## config.mk

```make
export PLATFORM = sky130hd
export DESIGN_NAME = imem_dmem_arbiter
export DESIGN_NICKNAME = d
export VERILOG_FILES = /design/src/rtl/mem_arb_pkg.sv /design/src/rtl/arb_wait_timer.sv /design/src/rtl/imem_dmem_arbiter.sv
export SDC_FILE = /design/constraint.sdc
export NUM_CORES = 1
export LEC_CHECK = 0
export BUFFER_PORTS_ARGS = -buffer_cell sky130_fd_sc_hd__buf_2
export CORE_MARGIN = 4
export CORE_UTILIZATION = 28
export DETAILED_ROUTE_END_ITERATION = 16
export GPL_TIMING_DRIVEN = 1
export SYNTH_ARGS = -nofsm -noshare
export SYNTH_HDL_FRONTEND = slang
export SYNTH_SLANG_ARGS = --single-unit
```

## constraint.sdc

```tcl
create_clock -name clk -period 2.15 [get_ports clk]
set_input_delay 0 -clock clk [delete_from_list [all_inputs] [get_ports clk]]
set_output_delay 0 -clock clk [all_outputs]
set_load 0.02 [all_outputs]
```

## src/rtl/mem_arb_pkg.sv

```systemverilog
// Shared types and defaults for the unified instruction/data memory arbiter.
package mem_arb_pkg;

    localparam int unsigned ARB_XLEN     = 32;
    localparam int unsigned ARB_BE_W     = 4;
    localparam int unsigned ARB_MAX_WAIT = 255;

    typedef enum logic [2:0] {
        ST_IDLE   = 3'd0,
        ST_F_REQ  = 3'd1,
        ST_F_WAIT = 3'd2,
        ST_D_REQ  = 3'd3,
        ST_D_WAIT = 3'd4
    } arb_state_e;

    typedef enum logic {
        SIDE_FETCH = 1'b0,
        SIDE_DATA  = 1'b1
    } arb_side_e;

    // Round-robin choice: on a tie the side that did not win last time goes next.
    function automatic arb_side_e pick_side(input logic if_req, input logic d_req,
                                            input arb_side_e rr_last);
        if (if_req && d_req) begin
            return (rr_last == SIDE_DATA) ? SIDE_FETCH : SIDE_DATA;
        end
        if (d_req) begin
            return SIDE_DATA;
        end
        return SIDE_FETCH;
    endfunction

endpackage

```

## src/rtl/arb_wait_timer.sv

```systemverilog
// Saturating outstanding-cycle counter; flags when the next count reaches LIMIT.
module arb_wait_timer #(
    parameter int unsigned LIMIT = 255
) (
    input  logic clk,
    input  logic rst,
    input  logic clr,
    input  logic en,
    output logic expired_c
);

    localparam int unsigned CNT_W = $clog2(LIMIT + 1);

    logic [CNT_W-1:0] cnt_q;
    logic [CNT_W-1:0] cnt_d;

    always_comb begin
        cnt_d = cnt_q;
        if (clr) begin
            cnt_d = '0;
        end else if (en && (cnt_q != CNT_W'(LIMIT))) begin
            cnt_d = cnt_q + CNT_W'(1);
        end
    end

    // Looks at the next count so the error flop sets on the edge the limit is reached.
    assign expired_c = en && (cnt_d == CNT_W'(LIMIT));

    always_ff @(posedge clk) begin
        if (rst) begin
            cnt_q <= '0;
        end else begin
            cnt_q <= cnt_d;
        end
    end

endmodule

```

## src/rtl/imem_dmem_arbiter.sv

```systemverilog
// Arbitrates fetch and load/store access to one single-port memory, one
// transaction in flight, with stale-fetch dropping and a sticky timeout flag.
module imem_dmem_arbiter
    import mem_arb_pkg::*;
#(
    parameter int unsigned XLEN     = ARB_XLEN,
    parameter int unsigned MAX_WAIT = ARB_MAX_WAIT
) (
    input  logic                clk,
    input  logic                rst,
    input  logic                if_req,
    input  logic [XLEN-1:0]     if_addr,
    input  logic                if_flush,
    output logic [XLEN-1:0]     if_rdata,
    output logic                if_stall,
    input  logic                d_req,
    input  logic                d_we,
    input  logic [ARB_BE_W-1:0] d_be,
    input  logic [XLEN-1:0]     d_addr,
    input  logic [XLEN-1:0]     d_wdata,
    output logic [XLEN-1:0]     d_rdata,
    output logic                d_stall,
    output logic                mem_req,
    output logic                mem_we,
    output logic [ARB_BE_W-1:0] mem_be,
    output logic [XLEN-1:0]     mem_addr,
    output logic [XLEN-1:0]     mem_wdata,
    input  logic                mem_gnt,
    input  logic                mem_rvalid,
    input  logic [XLEN-1:0]     mem_rdata,
    output logic                bus_err
);

    arb_state_e          state_q,     state_d;
    arb_side_e           rr_last_q,   rr_last_d;
    arb_side_e           pick;
    logic                drop_q,      drop_d;
    logic                mem_req_q,   mem_req_d;
    logic                mem_we_q,    mem_we_d;
    logic [ARB_BE_W-1:0] mem_be_q,    mem_be_d;
    logic [XLEN-1:0]     mem_addr_q,  mem_addr_d;
    logic [XLEN-1:0]     mem_wdata_q, mem_wdata_d;
    logic                bus_err_q,   bus_err_d;
    logic                timer_clr;
    logic                timer_en;
    logic                timer_expired;

    arb_wait_timer #(
        .LIMIT(MAX_WAIT)
    ) u_wait_timer (
        .clk       (clk),
        .rst       (rst),
        .clr       (timer_clr),
        .en        (timer_en),
        .expired_c (timer_expired)
    );

    always_comb begin
        state_d     = state_q;
        rr_last_d   = rr_last_q;
        drop_d      = drop_q;
        mem_req_d   = mem_req_q;
        mem_we_d    = mem_we_q;
        mem_be_d    = mem_be_q;
        mem_addr_d  = mem_addr_q;
        mem_wdata_d = mem_wdata_q;
        timer_clr   = 1'b0;
        timer_en    = 1'b0;
        pick        = pick_side(if_req, d_req, rr_last_q);

        unique case (state_q)
            ST_IDLE: begin
                drop_d = 1'b0;
                if (if_req || d_req) begin
                    timer_clr = 1'b1;
                    mem_req_d = 1'b1;
                    rr_last_d = pick;
                    if (pick == SIDE_FETCH) begin
                        state_d     = ST_F_REQ;
                        mem_we_d    = 1'b0;
                        mem_be_d    = '0;
                        mem_addr_d  = if_addr;
                        mem_wdata_d = '0;
                    end else begin
                        state_d     = ST_D_REQ;
                        mem_we_d    = d_we;
                        mem_be_d    = d_be;
                        mem_addr_d  = d_addr;
                        mem_wdata_d = d_wdata;
                    end
                end
            end
            ST_F_REQ: begin
                timer_en = 1'b1;
                drop_d   = drop_q | if_flush;
                if (mem_gnt) begin
                    mem_req_d = 1'b0;
                    state_d   = ST_F_WAIT;
                end
            end
            ST_D_REQ: begin
                timer_en = 1'b1;
                if (mem_gnt) begin
                    mem_req_d = 1'b0;
                    state_d   = ST_D_WAIT;
                end
            end
            ST_F_WAIT: begin
                timer_en = 1'b1;
                // A flush on the response cycle itself does not affect the next fetch.
                if (mem_rvalid) begin
                    drop_d  = 1'b0;
                    state_d = ST_IDLE;
                end else begin
                    drop_d = drop_q | if_flush;
                end
            end
            ST_D_WAIT: begin
                timer_en = 1'b1;
                if (mem_rvalid) begin
                    state_d = ST_IDLE;
                end
            end
            default: begin
                state_d = ST_IDLE;
            end
        endcase
    end

    always_comb begin
        bus_err_d = bus_err_q | timer_expired;
    end

    always_ff @(posedge clk) begin
        if (rst) begin
            state_q     <= ST_IDLE;
            rr_last_q   <= SIDE_DATA;
            drop_q      <= 1'b0;
            mem_req_q   <= 1'b0;
            mem_we_q    <= 1'b0;
            mem_be_q    <= '0;
            mem_addr_q  <= '0;
            mem_wdata_q <= '0;
            bus_err_q   <= 1'b0;
        end else begin
            state_q     <= state_d;
            rr_last_q   <= rr_last_d;
            drop_q      <= drop_d;
            mem_req_q   <= mem_req_d;
            mem_we_q    <= mem_we_d;
            mem_be_q    <= mem_be_d;
            mem_addr_q  <= mem_addr_d;
            mem_wdata_q <= mem_wdata_d;
            bus_err_q   <= bus_err_d;
        end
    end

    // Stall release is combinational so the response is consumed in the rvalid cycle.
    assign if_stall  = if_req & ~((state_q == ST_F_WAIT) & mem_rvalid & ~drop_q);
    assign d_stall   = d_req  & ~((state_q == ST_D_WAIT) & mem_rvalid);
    assign if_rdata  = mem_rdata;
    assign d_rdata   = mem_rdata;
    assign mem_req   = mem_req_q;
    assign mem_we    = mem_we_q;
    assign mem_be    = mem_be_q;
    assign mem_addr  = mem_addr_q;
    assign mem_wdata = mem_wdata_q;
    assign bus_err   = bus_err_q;

endmodule

```

==> After elaboration in Yosys (flattened, before gate mapping) <==
Index checks and enable logic that the tools add are counted.
{ "totals": {"input_bits": 140, "register_bits": 84} }
{ "op_classes": {"n_bitwise": 10, "eq_ne": 11, "mux": 28, "n_reduce_logical": 13, "addsub": 1} }
{ "op_table": {"columns": ["operator", "count"], "rows": [
  ["32-bit 2-to-1 mux", 2],
  ["8-bit 2-to-1 mux", 2],
  ["1-bit 2-to-1 mux", 15],
  ["3-bit 2-to-1 mux", 4],
  ["3-bit case mux with 4 select lines", 1],
  ["8-bit by 1-bit adder with 8-bit output, second input constant", 1],
  ["8-bit == test, second input constant", 1],
  ["8-bit != test, second input constant", 1],
  ["3-bit by 2-bit == test with 1-bit output, second input constant", 2],
  ["2-bit != test, second input constant", 3],
  ["1-bit AND", 5],
  ["4-bit 2-to-1 mux", 1],
  ["2-bit by 1-bit != test with 1-bit output, second input constant", 2],
  ["4-bit AND reduction", 1],
  ["2-bit OR reduction", 2],
  ["4-bit OR reduction", 1],
  ["3-bit by 1-bit == test with 1-bit output, second input constant", 1],
  ["3-bit == test, second input constant", 1],
  ["1-bit logical AND", 3],
  ["3-bit zero test", 1],
  ["1-bit NOT", 3],
  ["1-bit case mux with 3 select lines", 1],
  ["3-bit AND reduction", 1],
  ["3-bit nonzero test", 1],
  ["6 further kinds", 7]
]} }

==> Logic depth before layout (Yosys ltp) <==
Gate-level depths: netlist (run 1).
{ "depth": {"ltp_word": 9, "depth_mapped": 8, "ltp_nobuf": 6} }

==> Modules after synthesis <==
From an unflattened synthesis (run 1), not the netlist that was laid out.
{ "hier_totals": {"hier_cells": 432, "hier_area_um2": 4027.6} }
{ "modules_own_cells": {"columns": ["module", "seq_area_each_um2", "area_each_um2", "cells_each", "n_inst"], "rows": [
  ["imem_dmem_arbiter", 1521.5, 3489.6, 370, 1],
  ["arb_wait_timer", 160.2, 538.0, 62, 1]
]} }

==> Least setup slack after synthesis (run 1) <==
No wires, ideal clock.
{ "synth_timing": {"path_type": "flip-flop to flip-flop", "start": "reg state_q[0]", "end": "reg bus_err_q, in the netlist bus_err", "stages_incl_launch_ff": 8, "synth_period_minus_slack_ps": 1676, "path_buffers": 2, "t_arrival_ps": 1587, "path_slack_ps": 474, "required_time_ps": 2062, "setup_ps": 88, "path_cell_list": "dfxtp_1 buf_6 or3_1 buf_6 and4b_4 a211oi_4 nand3_2 o32ai_2"} }
{ "synth_between": {"elab_chain_len": 9, "elab_cells_between_ends": 14, "classes_between": "eq/ne: 5; mux: 4; bitwise: 1; reduce/logical: 4"} }
{ "synth_rtl": {"columns": ["item", "line", "text"], "rows": [
  ["start, declared", "imem_dmem_arbiter.sv:34", "arb_state_e state_q, state_d;"],
  ["start signal, assigned", "imem_dmem_arbiter.sv:146", "state_q <= state_d;"],
  ["3-bit by 2-bit == test with 1-bit output (tied with other cells)", "imem_dmem_arbiter.sv:71", "unique case (state_q)"],
  ["4-bit OR reduction (no line)", null, null],
  ["1-bit 2-to-1 mux", "imem_dmem_arbiter.sv:71", null],
  ["1-bit logical AND", "arb_wait_timer.sv:21", "end else if (en && (cnt_q != CNT_W'(LIMIT))) begin"],
  ["8-bit 2-to-1 mux", "arb_wait_timer.sv:21", null],
  ["8-bit 2-to-1 mux", "arb_wait_timer.sv:19", "if (clr) begin"],
  ["8-bit == test", "arb_wait_timer.sv:27", "assign expired_c = en && (cnt_d == CNT_W'(LIMIT));"],
  ["1-bit logical AND (*)", "arb_wait_timer.sv:27", null],
  ["1-bit bitwise OR (*)", "imem_dmem_arbiter.sv:131", "bus_err_d = bus_err_q | timer_expired;"],
  ["end signal, assigned", "imem_dmem_arbiter.sv:154", "bus_err_q <= bus_err_d;"],
  ["end, declared", "imem_dmem_arbiter.sv:43", "logic bus_err_q, bus_err_d;"]
]} }
Mark *: on every way between the ends. The rest lies on a longest branch, timed or not.
A chain may end at the register's enable or synchronous reset.

==> Worst setup path after layout (run 1) <==
Same ends and word-level chain as after synthesis.

==> results of run 1 <==
==> layout make-up <==
cell class                      count  area (sq um)
Inverter                            6         22.52
Clock buffer                       11         252.7
Timing Repair Buffer              247          1559
Tap cell                          180         225.2
Multi-Input combinational cell    260          1695
Sequential cell                    84          1682
Fill cell                        1423          8518
Clock inverter                      4         33.78
==> registers in the layout, indices dropped and copies added (netlist names) <==
signal              cells
bus_err                 1
drop_q                  1
u_wait_timer.cnt_q      8
rr_last_q               1
mem_we                  1
mem_req                 1
mem_be                  4
state_q                 3
mem_addr               32
mem_wdata              32
==> kinds of logic (layout without fill, tap and decap cells) <==
| group | count (synthesis) | after routing | synth area share (%) |
|---|---|---|---|
| mux | 33 | 33 | 8.258 |
| flops | 84 | 84 | 41.88 |
| buf+inv | 101 | 268 | 16.45 |
| fa+ha+maj | 1 | 1 | 0.3116 |
| simple gates | 125 | 125 | 13.96 |
| compound gates | 97 | 97 | 18.26 |
| xor+xnor | 4 | 4 | 0.8725 |
==> worst register-to-register path, delay by kind of cell (launching register included) <==
family / cells / cell delay (ps)
flops: 1 / 490
simple gates: 4 / 1190
compound gates: 1 / 230
==> synth_stat cells, drive strengths merged <==
cell     n
nand4    1
o21ai    5
a211oi  36
clkbuf  13
a211o    1
nor4     1
ha       1
nor4b    1
dfxtp   84
a31oi    4
xnor2    4
nor2b    3
mux2i   32
o21bai   2
or3      3
nor3     5
and3     4
buf     82
nand2b   3
a22oi   37
or4      1
o31ai    1
and4b    1
a41oi    1
a311oi   1
nand3    5
nand2   10
o41a     1
mux2     1
a21oi    6
nor2    84
o32ai    1
o311ai   1
and4     1
inv      6
and2     2
==> report_power, final <==
part	total [mW]	internal, mW	switching [mW]
Combinational	1.65	0.655	0.994
Sequential	1.94	1.80	0.141
Clock	1.49	0.847	0.641
==> metal layers <==
metal | GRT usage [%] | vias up | routed length, microns
met4 | 5.930 | 0 | 316
met1 | 14.71 | 1692 | 4225
met3 | 4.583 | 43 | 988
met5 | 0 | - | 0
met2 | 23.78 | 153 | 5602
li1 | - | 1830 | -
==> path summary, 6_finish.rpt <==
kind | startpoint | to | depth (start not counted)
max | state_q[0] | bus_err | 5
min | mem_rdata[13] | if_rdata[13] | 0
max reg2reg | state_q[0] | bus_err | 5
min reg2reg | bus_err | bus_err | 2
==> through the flow <==
| step | hold slack (ps) | util (%) | worst slack, ps | std cells |
|---|---|---|---|---|
| floorplan | 112.6 | - | 474.5 | 445 |
| finish | 0.01133 | 39.11 | 155.4 | 792 |
| detailed placement | 0.1996 | 32.98 | 187.9 | 720 |
| global route | 0.06294 | 39.11 | 3.876 | 792 |
| CTS | 0.1996 | 39.11 | 153.5 | 792 |
| global placement | 0.1996 | 32.98 | 220.5 | 720 |
==> timing repair <==
item | 4_1_cts | 5_1_grt
hold buffers | 57 | 0
endpoints found under the hold margin | 50 | 0
endpoints found under the setup margin | 0 | 0
buffers inserted | 0 | 0
==> cell usage in the layout, fill, tap and decap left out, types with 4 or more instances in the layout <==
cell             n
nand2_1          9
xnor2_1          4
dlygate4sd3_1   57
mux2i_1         32
inv_1            6
dfxtp_1         84
a211oi_1        35
buf_4            9
nor2_1          83
a31oi_1          4
clkbuf_16        9
nor3_1           5
buf_2          180
and3_1           4
a21oi_1          5
a22oi_1         37
==> flow_summary.yaml, run 1 <==
outcome:
  status: "complete, no violations"
die:
  boundaryPins: 277
  fp.coreArea_sq_mm: 0.01399
  rows: 43
  fp.dieW_microns: 127.8
  floorplan.initialDensity_pct: 28.70
  die_h_microns: 127.8
  die-area_sq_mm: 0.01632
synthesis:
  avgSynthCellArea_sq_um: 9.023
  syn_nets: 586
  yosysUniqueCellTypes: 44
  synth_area_leaders: "dfxtp_1, buf_4, mux2i_1"
  yosys.area.top_type_share_pct: 41.88
  synth_cells: 445
  yosys_warnings: 0
  yosysSeqAreaShare_pct: 41.88
  synth_top_area_cell: "dfxtp_1"
  synth_area_sq_mm: 0.004015
  synth-seq-cells: 84
global_routing:
  grt_overflow: 0
  grt_pass1_vias: 3801
  track_usage_pct: 13.52
  antenna_found_initial: 0
  grt_max_degree: 66
  grt_first_pass_wirelength_microns: 18070
finish:
  design_area_sq_mm: 0.005470
  syn_to_final_growth_pct: 36.24
  num-nets-final: 749
  antenna_cells: 0
  drive_gt1_share_pct: 35.46
detailed_routing:
  ant_nets: 0
  drc: 0
  drt-vias-per-instance: 4.694
  via_count: 3718
  dr.pass1.iters: 6
  first_iter_violations: 137
  wire_per_inst_microns: 14.06
  wl_microns: 11130
sta:
  worstMarginPinSlew_ps: 539.5
  setup_viol: 0
  fin_skew_ps: 4.539
  min_period_ps: 1995
  finalHoldViolCount: 0
  fin_crit_sh_pct: 92.77
  slew-limit-headroom_pct: 64.03
  rsz0062_at_grt: "no"
  tns_ps: 0
  fmax_mhz: 501.4
  maxSlewViolCount: 0
critical_path:
  critPathSlowestCell: "dfxtp_1"
  crit_required_ps: 2410
  path_class: "register to register"
  cp.arrival_ps: 2250
  startpoint_type: "register"
  worstPathMaxFanout: 10
  critical-path-top-delay-family: "simple AND/OR/NAND/NOR gates"
  reg2reg_slack_ps: 160
  critical_path.endpoint_type: "register"
  crit_buf_inv: 0
  path_cells: "or3_1 > nand2_2 > or4_1 > and3_1 > o32ai_2"
  crit_path_max_incr_delay_ps: 490
placement:
  postPlaceCellArea_sq_mm: 0.004613
  gp_congestion: 0.8182
  hpwlAfterDp_microns: 7757
  port_buffers: 180
cts:
  clock-sinks: 84
  path_clk_slew_ps: 60
  cts_resized: 0
  cts_root_buffer: "clkbuf_16"
  htree_levels: 3
  clk_path_buf_depth: 2
  numCtsBuffers: 9
  cts_tree: "yes"
  clock_latency_ps: 340
power_and_ir_drop:
  total_power_mw: 5.082
  peakVddDrop_mv: 0.3470
  power_density_mw_per_mm2: 929.1
  p_leak_nw: 2.424
flow_run:
  drv_cap: 0
hold_path:
  worstHoldPathType: "input port to output pin"
Power figures use the tool's default switching activity.
==> run 2, diff against run 1 <==
--- a/config.mk
+++ b/config.mk
@@ -10,6 +10,7 @@
 export CORE_UTILIZATION = 28
 export DETAILED_ROUTE_END_ITERATION = 16
 export GPL_TIMING_DRIVEN = 1
+export SETUP_SLACK_MARGIN = 0.4
 export SYNTH_ARGS = -nofsm -noshare
 export SYNTH_HDL_FRONTEND = slang
 export SYNTH_SLANG_ARGS = --single-unit
==> flow_summary.yaml, run 2 (synthesized netlist as in run 1, its figures left out) <==
critical_path:
  cp.arrival_ps: 1950
  worstRegToRegCells: 5
  path_cells: "o21ai_4 > nand2_2 > or4_1 > and3_1 > o32ai_2"
  worstPathMaxFanout: 10
  critPathSlowestCell: "or4_1"
  r2r-start: "state_q[0]"
  critical_path.endpoint_type: "register"
  rr_endpoint: "bus_err"
  crit_path_max_incr_delay_ps: 490
  crit_required_ps: 2410
  startpoint_type: "register"
  reg2reg_slack_ps: 450
  path_class: "register to register"
cts:
  path_clk_slew_ps: 60
  clock_latency_ps: 340
  cts_root_buffer: "clkbuf_16"
  numCtsBuffers: 9
  htree_levels: 3
  clock-sinks: 84
  clk_path_buf_depth: 2
  cts_tree: "yes"
sta:
  finalHoldViolCount: 0
  setup_viol: 0
  fin_crit_sh_pct: 78.91
  min_period_ps: 1697
  tns_ps: 0
  slew-limit-headroom_pct: 64.03
  fmax_mhz: 589.4
  fin_ws_ps: 453.3
  maxSlewViolCount: 0
  rsz0062_at_grt: "yes"
  holdWs_ps: 0.01133
  worstMarginPinSlew_ps: 539.5
  fin_skew_ps: 4.501
detailed_routing:
  drt-vias-per-instance: 4.713
  dr.pass1.iters: 5
  met2_length_microns: 5650
  wire_per_inst_microns: 14.19
  wl_microns: 11240
  via_count: 3733
  first_iter_violations: 125
  ant_nets: 0
  top_layer_used: "met4"
  wl_met3_microns: 973
  drc: 0
  met1_length_microns: 4332
die:
  die-area_sq_mm: 0.01632
  fp.dieW_microns: 127.8
  boundaryPins: 277
  die_h_microns: 127.8
  fp.coreArea_sq_mm: 0.01399
  floorplan.initialDensity_pct: 28.70
  rows: 43
hold_path:
  whs_endpoint: "if_rdata[13]"
  worstHoldPathType: "input port to output pin"
  hold_depth: 0
  holdCritStartpoint: "mem_rdata[13]"
power_and_ir_drop:
  total_power_mw: 5.107
  peakVddDrop_mv: 0.3507
  power_density_mw_per_mm2: 925.4
  p_leak_nw: 2.425
finish:
  num-nets-final: 749
  drive_gt1_share_pct: 36.93
  antenna_cells: 0
  final_cell_mix: "buf_2, nor2_1, dfxtp_1"
  fillCellCount: 1421
  syn_to_final_growth_pct: 37.46
  fin_util_pct: 39.45
  layout_commonest_cell: "buf_2"
global_routing:
  grt_first_pass_wirelength_microns: 18060
  track_usage_pct: 13.52
  grt_max_degree: 66
  grt_overflow: 0
  grt_pass1_vias: 3786
  antenna_found_initial: 0
outcome:
  status: "complete, no violations"
placement:
  hpwlAfterDp_microns: 7757
  gp_congestion: 0.8182
  place_ws_ps: 187.9
  port_buffers: 180
flow_run:
  drv_cap: 0
## run 2: worst max-delay path by stage
stage	from	end	slack, ps
final	state_q[0]	bus_err	450
after global routing	u_wait_timer.cnt_q[0]	bus_err	350
after CTS	state_q[1]	bus_err	410
after detailed placement	state_q[0]	bus_err	190
after global placement	state_q[0]	bus_err	220
after floorplan	state_q[0]	bus_err	470
## run 2: critical path, delay by kind of cell (launching register included)
family	cells	cell delay (ps)
flip-flops	1	380
AO/OA/AOI/OAI	2	440
AND/OR/NAND/NOR	3	800
## run 2: cell type report
| type | instances | area [sq um] | share of cell area [%] |
|---|---|---|---|
| clock buffer | 11 | 252.7 | 4.579 |
| clock inverter | 4 | 33.78 | 0.6121 |
| inverter | 6 | 22.52 | 0.4081 |
| multi-input combinational | 260 | 1733 | 31.40 |
| sequential | 84 | 1689 | 30.61 |
| tap | 180 | 225.2 | 4.081 |
| timing repair buffer | 247 | 1563 | 28.32 |
## run 2: power breakdown
group	leakage, nW	switching [mW]	internal (mW)
clock network	0.138	0.640	0.847
logic	1.60	0.996	0.664
registers	0.691	0.151	1.81
total	2.43	1.79	3.32
## run 2: what timing repair did
item / in CTS / in global routing
endpoints found under the hold margin: 50 / 0
hold buffers: 57 / 0
setup endpoints to repair: 12 / 8
buffers inserted: 0 / 0
resized for setup: 6 / 8
## run 2: metrics by stage
stage               cell area [sq um]  cells
floorplan                        4015    445
CTS                              5498    792
global route                     5519    792
finish                           5519    792
global placement                 4613    720
detailed placement               4613    720
## run 2: metal layers
layer / track usage [%] / vias up
met5: 0 / -
met4: 5.743 / 0
met3: 4.542 / 39
met2: 23.94 / 150
met1: 14.68 / 1713
li1: - / 1831
==> run 3, diff against run 2 <==
==> constraint.sdc (replaced) <==
create_clock -name clk -period 1.4 [get_ports clk]
set_input_delay 0 -clock clk [delete_from_list [all_inputs] [get_ports clk]]
set_output_delay 0 -clock clk [all_outputs]
set_load 0.02 [all_outputs]
==> flow_summary.yaml, run 3 (synthesized netlist as in run 1, its figures left out) <==
outcome:
  status: "finished with violations"
  violations: "negative setup slack"
finish:
  syn_to_final_growth_pct: 72.14
  fin_util_pct: 49.41
  layout_commonest_cell: "buf_2"
  seq_area_sq_mm: 0.001693
  antenna_cells: 0
  multiInputGateArea_sq_mm: 0.002207
  num-nets-final: 797
  drive_gt1_share_pct: 56.21
  final_cell_mix: "buf_2, dfxtp_1, nor2_1"
  fillCellCount: 1254
critical_path:
  cp.arrival_ps: 1850
  worstPathMaxFanout: 6
  crit_buf_inv: 2
  path_cells: "buf_6 > o21ai_4 > nand2_2 > buf_6 > o311ai_0 > and3_4 > o32ai_2"
  critical_path.endpoint_type: "register"
  critPathSlowestCell: "o311ai_0"
  startpoint_type: "register"
  critical-path-top-delay-family: "compound AO/OA/AOI/OAI gates"
  crit_path_max_incr_delay_ps: 340
  crit_required_ps: 1600
  path_class: "register to register"
  crit_path_frequent_cell: "buf_6"
hold_path:
  worstHoldPathType: "input port to output pin"
cts:
  cts_root_buffer: "clkbuf_16"
  clock-sinks: 84
  numCtsBuffers: 9
  cts_tree: "yes"
  clk_path_buf_depth: 2
  path_clk_slew_ps: 60
  htree_levels: 3
  clock_latency_ps: 340
sta:
  maxSlewViolCount: 0
  rsz0062_at_grt: "yes"
  min_period_ps: 1645
  setup_viol: 81
  slew-limit-headroom_pct: 69.80
  fin_crit_sh_pct: 117.5
  fmax_mhz: 607.7
  finalHoldViolCount: 0
  worstMarginPinSlew_ps: 451.3
  fin_skew_ps: 5.530
  fin_ws_ps: -245.5
placement:
  place_ws_ps: -367.4
  hpwlAfterDp_microns: 8104
  gp_congestion: 0.7953
  port_buffers: 180
flow_run:
  drv_cap: 0
global_routing:
  grt_pass1_vias: 4185
  antenna_found_initial: 0
  grt_first_pass_wirelength_microns: 20690
  grt_overflow: 0
  grt_max_degree: 78
  track_usage_pct: 15.88
detailed_routing:
  first_iter_violations: 156
  wl_microns: 14740
  dr.pass1.iters: 4
  wire_per_inst_microns: 17.55
  drc: 0
  ant_nets: 0
  drt-vias-per-instance: 4.811
  via_count: 4041
die:
  die_h_microns: 127.8
  boundaryPins: 277
  floorplan.initialDensity_pct: 28.70
  fp.dieW_microns: 127.8
  rows: 43
  die-area_sq_mm: 0.01632
  fp.coreArea_sq_mm: 0.01399
power_and_ir_drop:
  p_leak_nw: 2.935
  power_density_mw_per_mm2: 1471
  peakVddDrop_mv: 0.9497
-- run 3: cell count changes in the layout (fill, tap and decap cells not counted), sizes merged --
cell,previous run,this run
clkinvlp,1,0
dlygate4sd3,57,47
clkbuf,11,19
bufinv,0,1
buf,190,240
-- run 3: cell type report --
| class | count | area share, % |
|---|---|---|
| Timing Repair Buffer | 295 | 35.77 |
| Tap cell | 180 | 3.259 |
| Clock inverter | 4 | 0.7060 |
| Sequential cell | 84 | 24.49 |
| Clock buffer | 11 | 3.512 |
| Inverter | 6 | 0.3259 |
| Multi-Input combinational cell | 260 | 31.93 |
-- run 3: layer usage --
layer	vias to the layer above	track usage, %	wire length [microns]
li1	1933	-	-
met1	1927	17.61	5821
met2	132	27.70	7648
met3	49	4.667	921
met4	0	7.740	348
met5	-	0	0
-- run 3: timing repair --
action | CTS | global route
gates cloned | 10 | 10
setup endpoints to repair | 86 | 86
hold buffers | 47 | 0
setup buffers | 11 | 7
hold endpoints to repair | 45 | 0
pin swaps | 14 | 90
resized for setup | 44 | 100
-- run 3: worst paths after layout --
kind | end | from | slack (ps) | cells past startpoint
setup reg to reg | bus_err | state_q[0] | -250 | 7
setup / recovery | bus_err | state_q[0] | -250 | 7
hold reg to reg | bus_err | bus_err | 490 | 2
hold / removal | if_rdata[1] | mem_rdata[1] | 0.01 | 0
-- run 3: stage by stage --
stage	setup TNS, ps	cells	hold WS [ps]	instance area (sq um)	total power, mW
2_1_floorplan	-6259	445	112.6	4103	5.074
3_3_place_gp	-13510	740	0.2001	4847	5.595
3_5_place_dp	-16720	740	0.2001	4847	5.666
4_1_cts	-10540	823	0.2001	6201	9.199
5_1_grt	-18630	840	0.04426	6912	10.69
6_report	-13990	840	0.01133	6912	10.17
-- run 3: report_power, final --
group,internal (mW),switching (mW),leakage (nW)
Sequential,2.78,0.243,0.692
Combinational,2.41,2.35,2.10
Clock,1.42,0.963,0.146
